==> src/rtl/calc_pkg.sv <==
// Shared types and constants for the calculator operation sequencer.
package calc_pkg;

    typedef enum logic [2:0] {
        OpAdd     = 3'd0,
        OpSub     = 3'd1,
        OpMul     = 3'd2,
        OpDiv     = 3'd3,
        OpMplus   = 3'd4,
        OpMminus  = 3'd5,
        OpMrecall = 3'd6,
        OpMclear  = 3'd7
    } opcode_e;

    typedef enum logic [2:0] {
        StIdle,
        StExec,
        StMulIt,
        StDivIt,
        StFin
    } state_e;

    localparam int unsigned IterCount  = 4;
    localparam logic [3:0]  NibbleZero = 4'h0;

    // Place a nibble in the low half of the 8-bit display result.
    function automatic logic [7:0] fmt_low(input logic [3:0] n);
        return {NibbleZero, n};
    endfunction

endpackage

==> src/rtl/four_bit_adder_subtraction.sv <==
// Shared 4-bit adder/subtractor; on subtract, carry_out_o=1 means no borrow.
module four_bit_adder_subtraction (
    input  logic [3:0] a_i,
    input  logic [3:0] b_i,
    input  logic       sub_i,
    input  logic       carry_in_i,
    output logic [3:0] result_o,
    output logic       carry_out_o
);

    logic [3:0] b_eff;

    assign b_eff = b_i ^ {4{sub_i}};
    assign {carry_out_o, result_o} = {1'b0, a_i} + {1'b0, b_eff} + {4'b0, carry_in_i ^ sub_i};

endmodule

==> src/rtl/calc_op_sequencer.sv <==
// Control FSM that runs ADD/SUB/MUL/DIV and memory ops on one shared 4-bit adder.
module calc_op_sequencer
    import calc_pkg::*;
#(
    parameter logic [3:0] MEM_RESET_VALUE = 4'h0,
    parameter logic [3:0] DIV0_QUOTIENT   = 4'hF
) (
    input  logic       clk,
    input  logic       rst_n,
    input  logic       start,
    input  logic [2:0] opcode,
    input  logic [3:0] operandA,
    input  logic [3:0] operandB,
    output logic       busy,
    output logic       done,
    output logic [7:0] result,
    output logic       carryFlag,
    output logic       negFlag,
    output logic       errorFlag,
    output logic       memOverflow,
    output logic [3:0] memValue
);

    state_e     state_q, state_d;
    opcode_e    op_q, op_d;
    logic [3:0] a_q, a_d, b_q, b_d;
    logic [3:0] x_q, x_d, y_q, y_d;  // acc/mq for MUL, rem/q for DIV
    logic [1:0] cnt_q, cnt_d;
    logic [7:0] result_q, result_d;
    logic       carry_q, carry_d, neg_q, neg_d, err_q, err_d, movf_q, movf_d;
    logic [3:0] mem_q, mem_d, last_q, last_d;

    logic [3:0] add_a, add_b, add_sum;
    logic       add_sub, add_cout;
    logic [3:0] div_sh;
    logic [4:0] mul_sum;
    logic       div_take;

    assign div_sh = {x_q[2:0], y_q[3]};

    four_bit_adder_subtraction u_adder (
        .a_i         (add_a),
        .b_i         (add_b),
        .sub_i       (add_sub),
        .carry_in_i  (1'b0),
        .result_o    (add_sum),
        .carry_out_o (add_cout)
    );

    always_comb begin
        add_a   = a_q;
        add_b   = b_q;
        add_sub = 1'b0;
        case (state_q)
            StMulIt: begin
                add_a = x_q;
                add_b = a_q;
            end
            StDivIt: begin
                add_a   = div_sh;
                add_b   = b_q;
                add_sub = 1'b1;
            end
            StExec: begin
                case (op_q)
                    OpSub: add_sub = 1'b1;
                    OpMplus: begin
                        add_a = mem_q;
                        add_b = last_q;
                    end
                    OpMminus: begin
                        add_a   = mem_q;
                        add_b   = last_q;
                        add_sub = 1'b1;
                    end
                    default: ;
                endcase
            end
            default: ;
        endcase
    end

    assign mul_sum  = y_q[0] ? {add_cout, add_sum} : {1'b0, x_q};
    assign div_take = x_q[3] | add_cout;

    always_comb begin
        state_d  = state_q;
        op_d     = op_q;
        a_d      = a_q;
        b_d      = b_q;
        x_d      = x_q;
        y_d      = y_q;
        cnt_d    = cnt_q;
        result_d = result_q;
        carry_d  = carry_q;
        neg_d    = neg_q;
        err_d    = err_q;
        movf_d   = movf_q;
        mem_d    = mem_q;
        last_d   = last_q;
        unique case (state_q)
            StIdle: begin
                if (start) begin
                    op_d  = opcode_e'(opcode);
                    a_d   = operandA;
                    b_d   = operandB;
                    cnt_d = 2'd0;
                    x_d   = 4'h0;
                    y_d   = (opcode_e'(opcode) == OpDiv) ? operandA : operandB;
                    if (opcode_e'(opcode) == OpMul) begin
                        state_d = StMulIt;
                    end else if (opcode_e'(opcode) == OpDiv && operandB != 4'h0) begin
                        state_d = StDivIt;
                    end else begin
                        state_d = StExec;
                    end
                end
            end
            StMulIt: begin
                x_d   = mul_sum[4:1];
                y_d   = {mul_sum[0], y_q[3:1]};
                cnt_d = cnt_q + 2'd1;
                if (cnt_q == 2'(IterCount - 1)) state_d = StExec;
            end
            StDivIt: begin
                x_d   = div_take ? add_sum : div_sh;
                y_d   = {y_q[2:0], div_take};
                cnt_d = cnt_q + 2'd1;
                if (cnt_q == 2'(IterCount - 1)) state_d = StExec;
            end
            StExec: begin
                carry_d = 1'b0;
                neg_d   = 1'b0;
                err_d   = 1'b0;
                state_d = StFin;
                unique case (op_q)
                    OpAdd: begin
                        result_d = {3'b000, add_cout, add_sum};
                        carry_d  = add_cout;
                        last_d   = add_sum;
                    end
                    OpSub: begin
                        result_d = fmt_low(add_sum);
                        neg_d    = ~add_cout;
                        last_d   = add_sum;
                    end
                    OpMul, OpDiv: begin
                        if (op_q == OpDiv && b_q == 4'h0) begin
                            result_d = {a_q, DIV0_QUOTIENT};
                            err_d    = 1'b1;
                            last_d   = DIV0_QUOTIENT;
                        end else begin
                            result_d = {x_q, y_q};
                            last_d   = y_q;
                        end
                    end
                    OpMplus: begin
                        mem_d    = add_sum;
                        movf_d   = add_cout;
                        result_d = fmt_low(add_sum);
                    end
                    OpMminus: begin
                        mem_d    = add_sum;
                        movf_d   = ~add_cout;
                        neg_d    = ~add_cout;
                        result_d = fmt_low(add_sum);
                    end
                    OpMrecall: begin
                        movf_d   = 1'b0;
                        result_d = fmt_low(mem_q);
                    end
                    OpMclear: begin
                        movf_d   = 1'b0;
                        mem_d    = MEM_RESET_VALUE;
                        result_d = 8'h00;
                    end
                endcase
            end
            StFin: state_d = StIdle;
            default: state_d = StIdle;
        endcase
    end

    always_ff @(posedge clk or negedge rst_n) begin
        if (!rst_n) begin
            state_q  <= StIdle;
            op_q     <= OpAdd;
            a_q      <= 4'h0;
            b_q      <= 4'h0;
            x_q      <= 4'h0;
            y_q      <= 4'h0;
            cnt_q    <= 2'd0;
            result_q <= 8'h00;
            carry_q  <= 1'b0;
            neg_q    <= 1'b0;
            err_q    <= 1'b0;
            movf_q   <= 1'b0;
            mem_q    <= MEM_RESET_VALUE;
            last_q   <= 4'h0;
        end else begin
            state_q  <= state_d;
            op_q     <= op_d;
            a_q      <= a_d;
            b_q      <= b_d;
            x_q      <= x_d;
            y_q      <= y_d;
            cnt_q    <= cnt_d;
            result_q <= result_d;
            carry_q  <= carry_d;
            neg_q    <= neg_d;
            err_q    <= err_d;
            movf_q   <= movf_d;
            mem_q    <= mem_d;
            last_q   <= last_d;
        end
    end

    assign busy        = (state_q == StExec) || (state_q == StMulIt) || (state_q == StDivIt);
    assign done        = (state_q == StFin);
    assign result      = result_q;
    assign carryFlag   = carry_q;
    assign negFlag     = neg_q;
    assign errorFlag   = err_q;
    assign memOverflow = movf_q;
    assign memValue    = mem_q;

endmodule

==> config.mk <==
export PLATFORM = sky130hd
export DESIGN_NAME = calc_op_sequencer
export DESIGN_NICKNAME = d
export VERILOG_FILES = /design/src/rtl/calc_pkg.sv /design/src/rtl/four_bit_adder_subtraction.sv /design/src/rtl/calc_op_sequencer.sv
export SDC_FILE = /design/constraint.sdc
export NUM_CORES = 1
export LEC_CHECK = 0
export CAP_MARGIN = 20
export CORE_AREA = 5 5 126 68
export DETAILED_ROUTE_END_ITERATION = 12
export DIE_AREA = 0 0 131 73
export MAX_ROUTING_LAYER = met4
export SKIP_LAST_GASP = 1
export SLEW_MARGIN = 15
export SYNTH_ARGS = -nofsm -noshare
export SYNTH_HDL_FRONTEND = slang
export SYNTH_HIERARCHICAL = 1
export SYNTH_SLANG_ARGS = --single-unit
==> constraint.sdc <==
create_clock -name clk -period 7.4 [get_ports clk]
set_clock_uncertainty 0.05 [all_clocks]
set_input_delay 0.74 -clock clk [delete_from_list [all_inputs] [get_ports clk]]
set_output_delay 0.74 -clock clk [all_outputs]
set_load 0.03 [all_outputs]
==> results.sh, run 1 <==
export IMPL_antenna_cells=0
export IMPL_grt_pass1_wl_mm=12.92
export IMPL_crit_path_cell_trace="or3b_1 -> clkinv_4 -> a21oi_2 -> a221o_1 -> xnor2_1 -> fa_1 -> fa_1 -> nor2b_1 -> o21ai_0 -> nand2b_1 -> or4b_2 -> nand2_1 -> o32a_1"
export IMPL_tightest_slew_ns=1.010
export IMPL_cts_root_buf="clkbuf_16"
export IMPL_grtUsageTotal=0.1858
export IMPL_postCtsHoldBufs=0
export IMPL_io_buffers=31
export IMPL_nets=341
export IMPL_dp_slack_ns=2.566
export IMPL_setup_ws_ns=2.503
export IMPL_start_util=0.3767
export IMPL_place_congestion=0.9816
export IMPL_cts_sinks=44
export IMPL_multiInputGateArea_um2=1559
export IMPL_hold_viol_final=0
export IMPL_cp_max_fo=29
export IMPL_drt_pass1_iter_count=4
export IMPL_io_pins=32
export IMPL_die_width_um=131
export IMPL_yosys_area_top_type="dfrtp_1"
export IMPL_maxCapViolCount=0
export IMPL_via_per_inst=5.621
export IMPL_ys_seq_area_frac=0.3877
export IMPL_drc=0
export IMPL_arrival_ns=5.07
export IMPL_cts_post_setup_buffers_inserted=0
export IMPL_vias=2372
export IMPL_ant_nets=0
export IMPL_seq_area_um2=1101
export IMPL_synthTopCellsByCount="44 x dfrtp_1, 40 x nand2_1, 17 x nor2_1, 17 x o21ai_0"
export IMPL_clockBufferDepth=2
export IMPL_reg2reg_setup_slack_ns=2.50
export IMPL_drtIter0Drc=195
export IMPL_synth_top_area_share=0.3877
export IMPL_cts_max_level=2
export IMPL_routed_wl_mm=8.072
export IMPL_rows=23
export IMPL_cts_resized=0
export IMPL_critPathLaunchType="flip-flop"
export IMPL_relSlewSlack=0.3206
export IMPL_rsz0062_at_grt="no"
export IMPL_antenna_found_initial=0
export IMPL_synth_edf_count=0
export IMPL_dieArea_um2=9563
export IMPL_hp_class="in -> async"
export IMPL_setup_violations=0
export IMPL_cp_buffers_inverters=1
export IMPL_cts_inserted_buffers=5
export IMPL_crit_path_frequent_cell="fa_1"
export IMPL_crit_reg2reg_capture="result[4]"
export IMPL_crit_required_ns=7.58
export IMPL_end_kind="flip-flop"
export IMPL_cts_tree="yes"
export IMPL_clkSlewWorstSetupHoldPaths_ns=0.06
export IMPL_core_area_um2=7540
export IMPL_ys_top_cells_by_area="dfrtp_1 39%, nand2_1 5.3%, o21ai_0 3.0%"
export IMPL_max_freq_mhz=204.2
export IMPL_critPathKind="reg -> reg"
export IMPL_dp_hpwl_mm=5.925
export IMPL_reg2reg_from="state_q[0]"
export IMPL_syn_instance_count=304
export IMPL_grt_pass1_vias=2233
export IMPL_nFillCells=717
export IMPL_synth_seq_cells=44
export IMPL_grt_max_degree=45
export IMPL_clock_latency_ns=0.29
export IMPL_drive_above_1_share=0.1087
export IMPL_status="finished clean"
export IMPL_post_route_period_util=0.6617
export IMPL_report_final_slew_viol_count=0
export IMPL_wl_per_cell_um=19.13
export IMPL_cpPeakStageDelay_ns=0.88
export IMPL_synth_area_per_cell_um2=9.343
export IMPL_synthArstFlopShare=1.000
export IMPL_fp_dieH_um=73
export IMPL_synth_most_common_cell="dfrtp_1"
export IMPL_synth_top_flop_cell="dfrtp_1"
export IMPL_synth_nets=324
export IMPL_netlist_area_um2=2840
export IMPL_setup_tns_ns=0
export IMPL_critical_path_slowest_cell="dfrtp_1"
export IMPL_ys_types=58
export IMPL_areaGrowthSynthToFinish_pct=16.70
export IMPL_yosysWarnings=6
export IMPL_cpLargestDelayFamily="simple AND/OR/NAND/NOR gates"
export IMPL_gr_total_overflow=0
export IMPL_worst_r2r_path_depth=13
export IMPL_fin_crit_ns=4.897
==> cells in the final DEF, fill, tap and decap left out, types with 6 or more instances in the layout <==
master | Yosys | layout
dfrtp_1 | 44 | 44
nand2_1 | 40 | 40
clkdlybuf4s50_1 | 0 | 30
nor2_1 | 17 | 17
o21ai_0 | 17 | 17
inv_1 | 11 | 11
a21oi_1 | 11 | 11
nand3_1 | 9 | 9
nand2b_1 | 7 | 7
mux2i_1 | 7 | 7
o211ai_1 | 7 | 7
a221o_1 | 6 | 6
and2_1 | 6 | 6
mux2_2 | 6 | 6
nand3b_1 | 6 | 6
==> worst register-to-register path: cells and delay by family, from the launching register on <==
| family | cells | cell delay [ns] |
|---|---|---|
| adder cells (fa/ha/maj) | 2 | 0.91 |
| AO/OA/AOI/OAI | 4 | 0.68 |
| flip-flops | 1 | 0.88 |
| buffers and inverters | 1 | 0.25 |
| AND/OR/NAND/NOR | 5 | 1.91 |
| XOR/XNOR | 1 | 0.17 |
==> how the worst max path moves through the flow <==
stage | startpoint | endpoint | slack [ns] | cells after the start
3_3_place_gp | state_q[0] | result[4] | 2.72 | 13
6_report | state_q[0] | result[4] | 2.50 | 13
5_1_grt | state_q[0] | result[4] | 2.27 | 13
2_1_floorplan | state_q[0] | result[4] | 3.87 | 15
3_5_place_dp | state_q[0] | result[4] | 2.57 | 13
4_1_cts | state_q[0] | result[4] | 2.56 | 13
==> area by class of cell <==
class,instances,area share
multi-input combinational,225,0.4704
sequential,44,0.3322
timing repair buffer,33,0.1004
clock buffer,8,0.04417
tap,100,0.03775
inverter,12,0.01510
==> kinds of logic after synthesis <==
family | synth area share
adder cells (fa/ha/maj) | 0.03172
AO/OA/AOI/OAI | 0.2212
multiplexers | 0.04846
XOR/XNOR | 0.02731
buffers and inverters | 0.06344
other | 0.001320
AND/OR/NAND/NOR | 0.2189
flip-flops | 0.3877
==> registers in the layout (all words and copies together), names as in the netlist <==
| name | count |
|---|---|
| cnt_q | 2 |
| errorFlag | 1 |
| x_q | 4 |
| negFlag | 1 |
| memValue | 4 |
| b_q | 4 |
| a_q | 4 |
| op_q | 3 |
| last_q | 4 |
| state_q | 3 |
| memOverflow | 1 |
| y_q | 4 |
| result | 8 |
| carryFlag | 1 |
==> per-layer routing <==
layer  GRT usage  share of wire  vias to the layer above  wire length (um)
li1            -              -                     1149                 -
met1      0.2926           0.53                     1141              4240
met2      0.2281           0.38                       76              3040
met3     0.05117          0.089                        6               719
met4     0.04219         0.0088                        0                71
met5           -              0                        -                 0
==> metrics by stage <==
step           instance area, um2  std cells  hold WS [ns]    util
2_1_floorplan                2840        304        0.3944       -
3_3_place_gp                 3148        413        0.4307  0.4175
3_5_place_dp                 3148        413        0.4241  0.4175
4_1_cts                      3294        421        0.4480  0.4369
5_1_grt                      3314        422        0.3294  0.4396
6_report                     3314        422        0.3009  0.4396
Power of run 1 is left out: the tool's default activity adds up to more than one toggle a clock period on the data nets, which glitch-free logic cannot reach.
==> run 2: changes to the inputs <==
==> constraint.sdc (replaced) <==
create_clock -name clk -period 4.6 [get_ports clk]
set_clock_uncertainty 0.05 [all_clocks]
set_input_delay 0.46 -clock clk [delete_from_list [all_inputs] [get_ports clk]]
set_output_delay 0.46 -clock clk [all_outputs]
set_load 0.03 [all_outputs]
==> run 2 against run 1 <==
Compared with the run above:
- final cell count increased by 1.7%
- critical path depth unchanged
- largest cell class unchanged
- critical endpoint unchanged
- non-clock buffer count increased by 7
- routed wire length decreased by 0.69%
- critical path type unchanged
- utilization increased by 1.3 points
- hold slack got worse by 0.21 ns
- sequential cell count unchanged
==> results.sh, run 2 (same netlist as run 1, synthesis figures left out) <==
export IMPL_via_per_inst=5.748
export IMPL_setup_tns_ns=0
export IMPL_worst_r2r_path_depth=13
export IMPL_clock_latency_ns=0.29
export IMPL_cts_max_level=2
export IMPL_post_route_period_util=0.9196
export IMPL_clkSlewWorstSetupHoldPaths_ns=0.06
export IMPL_grt_pass1_vias=2298
export IMPL_core_area_um2=7540
export IMPL_io_buffers=31
export IMPL_place_congestion=0.9202
export IMPL_vias=2466
export IMPL_fp_dieH_um=73
export IMPL_reg2reg_setup_slack_ns=0.37
export IMPL_grt_max_degree=45
export IMPL_dp_hpwl_mm=5.917
export IMPL_nFillCells=722
export IMPL_end_kind="flip-flop"
export IMPL_critical_path_slowest_cell="or3b_1"
export IMPL_max_freq_mhz=236.4
export IMPL_die_width_um=131
export IMPL_grt_pass1_wl_mm=13.16
export IMPL_crit_path_cell_trace="or3b_1 -> clkinv_4 -> a21oi_2 -> a221o_1 -> xnor2_1 -> fa_1 -> fa_1 -> nor2b_1 -> o21ai_0 -> nand2b_1 -> or4b_2 -> nand2_1 -> o32a_1"
export IMPL_areaGrowthSynthToFinish_pct=20.09
export IMPL_cts_tree="yes"
export IMPL_drive_above_1_share=0.1337
export IMPL_rsz0062_at_grt="no"
export IMPL_ant_nets=0
export IMPL_crit_path_frequent_cell="fa_1"
export IMPL_seq_area_um2=1101
export IMPL_relSlewSlack=0.3773
export IMPL_grtUsageTotal=0.1896
export IMPL_routed_wl_mm=8.016
export IMPL_placed_cell_area_um2=3201
export IMPL_postCtsHoldBufs=0
export IMPL_instances_no_fill=429
export IMPL_drtIter0Drc=271
export IMPL_met1_length_mm=4.073
export IMPL_antenna_cells=0
export IMPL_antenna_found_initial=0
export IMPL_dieArea_um2=9563
export IMPL_drt_pass1_iter_count=5
export IMPL_report_final_slew_viol_count=0
export IMPL_cts_inserted_buffers=5
export IMPL_hold_viol_final=0
export IMPL_highest_layer="met4"
export IMPL_io_pins=32
export IMPL_fin_crit_ns=4.230
export IMPL_arrival_ns=4.41
export IMPL_dp_cells=420
export IMPL_wl_per_cell_um=18.69
export IMPL_stdcell_area_um2=3411
export IMPL_nets=348
export IMPL_multiInputGateArea_um2=1559
export IMPL_cpPeakStageDelay_ns=0.72
export IMPL_setup_violations=0
export IMPL_reg2reg_from="state_q[1]"
export IMPL_maxCapViolCount=0
export IMPL_critPathKind="reg -> reg"
export IMPL_cts_root_buf="clkbuf_16"
export IMPL_clockBufferDepth=2
export IMPL_cp_max_fo=17
export IMPL_layout_commonest_cell="dfrtp_1"
export IMPL_rows=23
export IMPL_cts_sinks=44
export IMPL_met3_length_um=889
export IMPL_status="finished clean"
export IMPL_gr_total_overflow=0
export IMPL_largest_reg_flops=8
export IMPL_crit_reg2reg_capture="result[4]"
export IMPL_drc=0
export IMPL_critPathLaunchType="flip-flop"
export IMPL_cts_resized=0
export IMPL_start_util=0.3767
export IMPL_final_cell_mix="44 x dfrtp_1, 40 x nand2_1, 30 x clkdlybuf4s50_1"
export IMPL_wl_met2_mm=2.966
export IMPL_hp_class="in -> async"
export IMPL_crit_required_ns=4.78
export IMPL_cts_post_setup_buffers_inserted=0
export IMPL_tightest_slew_ns=0.9255
[run 2: cell count changes in the layout (fill, tap and decap cells not counted)]
| cell | change |
|---|---|
| buf_12 | -1 |
| buf_16 | +1 |
| buf_4 | +7 |
| bufinv_16 | +1 |
| clkbuf_1 | -2 |
| clkbuf_8 | +1 |
[run 2: worst max-delay path, delay by kind of cell (launching register included)]
kind	cells	cell delay, ns
XOR/XNOR	1	0.15
buffers and inverters	1	0.25
adder cells (fa/ha/maj)	2	0.88
flip-flops	1	0.54
AO/OA/AOI/OAI	4	0.68
AND/OR/NAND/NOR	5	1.62
[run 2: worst max path at each step]
stage | start | endpoint | slack (ns)
final | state_q[1] | result[4] | 0.37
after global routing | state_q[1] | result[4] | 0.22
after CTS | state_q[1] | result[4] | 0.40
after detailed placement | state_q[1] | result[4] | 0.42
after global placement | state_q[1] | result[4] | 0.48
after floorplan | state_q[0] | result[4] | 1.07
[run 2: metrics by stage]
| stage | hold WS, ns | util | worst slack [ns] |
|---|---|---|---|
| finish | 0.09564 | 0.4524 | 0.3699 |
| global route | 0.1407 | 0.4524 | 0.2199 |
| CTS | 0.3197 | 0.4487 | 0.3980 |
| detailed placement | 0.4215 | 0.4245 | 0.4198 |
| global placement | 0.4243 | 0.4245 | 0.4755 |
| floorplan | 0.1144 | - | 1.072 |
[run 2: final cells by class]
class | instances | share of cell area
clock inverters | 1 | 0.008804
flip-flops and latches | 44 | 0.3228
well taps | 100 | 0.03668
clock buffers | 7 | 0.04475
repair buffers | 40 | 0.1152
inverters | 12 | 0.01467
multi-input cells | 225 | 0.4571
[run 2: layer usage]
layer / global-route usage / vias to the layer above
met3: 0.05482 / 10
met1: 0.3050 / 1171
met4: 0.04447 / 0
met5: - / -
li1: - / 1166
met2: 0.2219 / 119
Power of run 2 is left out for the same reason.
==> patch 1, RTL diff (settings of run 1) <==
Make the reset (`rst_n`) synchronous in one clocked block.
--- a/src/rtl/calc_op_sequencer.sv
+++ b/src/rtl/calc_op_sequencer.sv
@@ -182,5 +182,5 @@
     end
 
-    always_ff @(posedge clk or negedge rst_n) begin
+    always_ff @(posedge clk) begin
         if (!rst_n) begin
             state_q  <= StIdle;
Check against the original RTL: differs if rst_n is asserted again (counterexample within 4 cycles, from zero or initial values and one cycle with rst_n low); with rst_n held inactive, the same outputs for 10 cycles.
==> patch 1 against run 1 <==
Sequential cell count did not move. Design area is 8.5% lower. First-iteration DRC count increased by 24%. Highest routed layer unchanged. Core utilization down 3.7 points. Via count is 0.21% higher. Sequential share of layout area is 4.2 points lower. Routed wire length down 5.4%. Worst setup slack improved by 0.020 ns. Area after synthesis is 11% lower. Critical path type unchanged.
==> patch 1: results (changes against run 1) <==
[place]
portBuffers = 31  ; unchanged
dp_hpwl_mm = 5.862  ; -1.1%
gp_congestion = 0.9565  ; -2.6%

[clock_tree]
cts_max_path_buffers = 2  ; unchanged
clk_latency_ns = 0.29  ; about the same
ctsResizeCount = 0  ; unchanged
root_buffer = clkbuf_16
clkSlewWorstSetupHoldPaths_ns = 0.06  ; about the same

[cells_and_area]
nNetsFinal = 344  ; +0.88%
drive_above_1_share_pct = 9.231  ; -1.6 points
diodes = 0  ; unchanged
largest_reg_flops = 8  ; unchanged

[synth]
async_flop_share_pct = 0  ; -100 points
synth_warnings = 6  ; unchanged
yosys-top-cells-count = dfxtp_1, a21oi_1, nand2_1
syn_nets = 324  ; unchanged
synth_area_leaders = dfxtp_1, a21oi_1, nand2_1
yosysSeqAreaShare_pct = 35.02  ; -3.7 points
synth_largest_area_cell = dfxtp_1
ys_types = 58  ; unchanged
synth_edf_count = 0  ; unchanged

[power]
p_int_mw = 0.4791
ir_drop_v = 0.00008320
p_clk_mw = 0.252
powerComb_mw = 0.164

[grt]
grt_pass1_vias = 2175  ; -2.6%
grt_pass1_wl_mm = 12.12  ; -6.1%
track_usage_pct = 17.17  ; -1.4 points
grt_max_degree = 29  ; -36%

[detailed_routing]
drtIter0Drc = 241  ; +24%
post_drt_wl_per_cell_um = 17.97  ; -6.0%
dr.pass1.iters = 5  ; +1
vias = 2377  ; +0.21%

[timing]
maxSlewHeadroom_pct = 30.02  ; -2.0 points

[run_status]
outcome = finished, final reports clean

[setup_path]
cp.arrival_ns = 4.95  ; -0.12 ns
cp_max_fo = 16  ; -45%

[hold_path]
hp-class = flip-flop to flip-flop

==> patch 1: cell types whose count changed after synthesis, moves of 6 or more <==
cell,run 1,this run
buf_2,5,11
dfrtp_1,44,0
o21ai_1,0,7
a21oi_1,11,40
o211ai_1,7,0
dfxtp_1,0,44
==> patch 1: path summary, 6_finish.rpt <==
| check | start | to | slack [ns] | cells after the start |
|---|---|---|---|---|
| worst min-delay path | carryFlag$_SDFFE_PN0P_ | carryFlag$_SDFFE_PN0P_ | 0.41 | 2 |
| worst max-delay path | state_q[1]$_SDFFE_PN0P_ | x_q[2]$_SDFFE_PN0P_ | 2.52 | 13 |
| worst max register to register | state_q[1]$_SDFFE_PN0P_ | x_q[2]$_SDFFE_PN0P_ | 2.52 | 13 |
| worst min register to register | carryFlag$_SDFFE_PN0P_ | carryFlag$_SDFFE_PN0P_ | 0.41 | 2 |
==> patch 1: through the flow <==
stage,util (%),setup WS (ns),total power [mW],instances,area (sq um)
6_report,40.24,2.523,0.6986,425,3034
5_1_grt,40.24,2.239,0.7304,425,3034
4_1_cts,40.24,2.550,0.6999,425,3034
3_5_place_dp,38.07,2.612,0.4479,417,2870
3_3_place_gp,38.00,2.808,0.4464,416,2865
2_1_floorplan,-,3.506,0.3914,304,2515
==> patch 1: logic make-up after synthesis <==
kind of cell | after synthesis | share of synthesized area (%)
xor gates and xnor gates | 8 | 2.786
DFF | 44 | 35.02
muxes | 15 | 6.418
other | 1 | 0.1491
buffers and inverters | 29 | 4.875
and+or+nand+nor | 100 | 21.29
adders and majority gates | 6 | 3.582
AOI/OAI and AO/OA | 101 | 25.87
==> patch 1: routing by layer <==
layer / GRT usage [%] / wire length (um) / up-vias
met4: 2.737 / 57 / 0
met5: - / 0 / -
met2: 20.79 / 2839 / 102
met3: 3.947 / 649 / 8
li1: - / - / 1142
met1: 27.95 / 4092 / 1125
==> patch 1: critical path, stage by stage, from the launching register on <==
cell and delay (ns):
dfxtp_1 0.62, nor3b_2 0.80, mux2i_1 0.32, a222oi_1 0.37
inv_1 0.09, xor2_1 0.16, fa_1 0.46, fa_1 0.44
a21o_1 0.19, a21o_1 0.26, nor2_1 0.29, mux2_2 0.37
a22oi_1 0.20, a21oi_1 0.10
==> patch 1: final cells by class <==
type / count / area (sq um)
fillers: 768 / 4506
multi-input cells: 231 / 1511
flip-flops and latches: 44 / 880.8
repair buffers: 32 / 315.3
clock buffers: 6 / 128.9
well taps: 100 / 125.1
inverters: 10 / 37.54
clock inverters: 2 / 35.03
==> patch 2, RTL diff (flow settings as in run 1) <==
Made on the original files. Set the parameter `DIV0_QUOTIENT` to 4'h8 (it was 4'hF).
--- a/src/rtl/calc_op_sequencer.sv
+++ b/src/rtl/calc_op_sequencer.sv
@@ -4,5 +4,5 @@
 #(
     parameter logic [3:0] MEM_RESET_VALUE = 4'h0,
-    parameter logic [3:0] DIV0_QUOTIENT   = 4'hF
+    parameter logic [3:0] DIV0_QUOTIENT   = 4'h8
 ) (
     input  logic       clk,
Check against the original RTL: not equivalent (Yosys sat finds a counterexample within 4 cycles, from zero or initial values and one cycle with rst_n low).
==> patch 2 against run 1 <==
Worst setup slack worse by 0.18 ns. Routed wire length down 0.16%. Area after synthesis down 3.7%. Highest routed layer unchanged. Sequential share of layout area up 0.57 points. Critical path type unchanged. Critical endpoint is now y_q[0]$_DFFE_PN0P_. Sequential cell count unchanged. Design area down 1.7%.
Power is not shown: default switching activity piles up to over one toggle a cycle in this logic, so the estimate is an artifact.
==> patch 2: results (changes against run 1) <==
[clock_tree]
h-tree-depth = 2  ; unchanged

[cells_and_area]
fillCellCount = 742  ; +3.5%
drive_above_1_share_pct = 6.940  ; -3.9 points
nNetsFinal = 336  ; -1.5%

[setup_path]
r2r_slack_ns = 2.33  ; -0.18 ns
r2r_end = y_q[0]$_DFFE_PN0P_
crit_path_max_incr_delay_ns = 0.83  ; -0.05 ns
cp.arrival_ns = 5.20  ; +0.13 ns
cp_max_fo = 25  ; -14%
crit_start = state_q[0]$_DFFE_PN0P_

[grt]
met3_usage_pct = 4.898  ; -0.22 points
grt_pass1_wl_mm = 13.18  ; +2.0%
use_met2_pct = 22.92  ; +0.11 points
use_met1_pct = 30.63  ; +1.4 points
track_usage_pct = 18.87  ; +0.29 points

[place]
pre_cts_slack_ns = 2.444  ; -0.1225 ns
gp_congestion = 0.8975  ; -8.6%
dp_hpwl_mm = 6.109  ; +3.1%
dpl-instance-area_sq_um = 3069  ; -2.5%

[synth]
syn_nets = 320  ; -1.2%
yosysSeqAreaShare_pct = 40.24  ; +1.5 points
synth_area_leaders = dfrtp_1, nand2_1, mux2i_1
yosys-top-cells-count = dfrtp_1, nand2_1, o21ai_0
ys_types = 53  ; -8.6%

[detailed_routing]
drtIter0Drc = 207  ; +6.2%
viasPerCell = 5.736  ; +2.1%
dr.pass1.iters = 5  ; +1
post_drt_wl_per_cell_um = 19.33  ; +1.0%

[timing]
maxSlewHeadroom_pct = 39.10  ; +7.0 points
hold_slack_ns = 0.2754  ; -0.02551 ns

[run_status]
outcome = finished, final reports clean

patch 2: cell count changes after synthesis, sizes merged, moves of 4 or more:
cell / change
o21a: +7
mux2: -6
a22oi: -4
a31o: -4
mux2i: +4
nor3b: +4
patch 2: area by class of cell:
type	count	area share [%]
multi-input combinational	223	46.08
clock buffer	6	3.955
inverter	9	1.037
tap	100	3.840
clock inverter	2	1.075
timing repair buffer	33	10.22
sequential	44	33.79
patch 2: per-layer routing:
metal | share of wire, % | vias up
met2 | 38 | 89
met4 | 0.87 | 0
met1 | 53 | 1173
li1 | - | 1122
met3 | 8.7 | 8
met5 | 0 | -
patch 2: worst max path at each step:
stage / endpoint / slack, ns / depth (start not counted)
floorplan: x_q[3]$_DFFE_PN0P_ / 3.95 / 14
global placement: y_q[0]$_DFFE_PN0P_ / 2.62 / 13
detailed placement: y_q[0]$_DFFE_PN0P_ / 2.44 / 13
CTS: y_q[0]$_DFFE_PN0P_ / 2.40 / 13
global route: y_q[0]$_DFFE_PN0P_ / 2.03 / 13
finish: y_q[0]$_DFFE_PN0P_ / 2.33 / 13
patch 2: cells by family (layout without fill, tap and decap cells):
logic type | Yosys count | after routing | synth area share, %
buffers and inverters | 33 | 50 | 5.304
XOR/XNOR | 8 | 8 | 2.835
adder cells (fa/ha/maj) | 6 | 6 | 3.292
AO/OA/AOI/OAI | 87 | 87 | 22.54
multiplexers | 11 | 11 | 4.024
AND/OR/NAND/NOR | 110 | 110 | 21.63
flip-flops | 44 | 44 | 40.24
other | 1 | 1 | 0.1370
patch 2: per-stage QoR:
step,instances,util (%)
6_report,417,43.21
4_1_cts,416,42.88
5_1_grt,417,43.21
2_1_floorplan,300,-
3_5_place_dp,408,40.71
3_3_place_gp,408,40.71
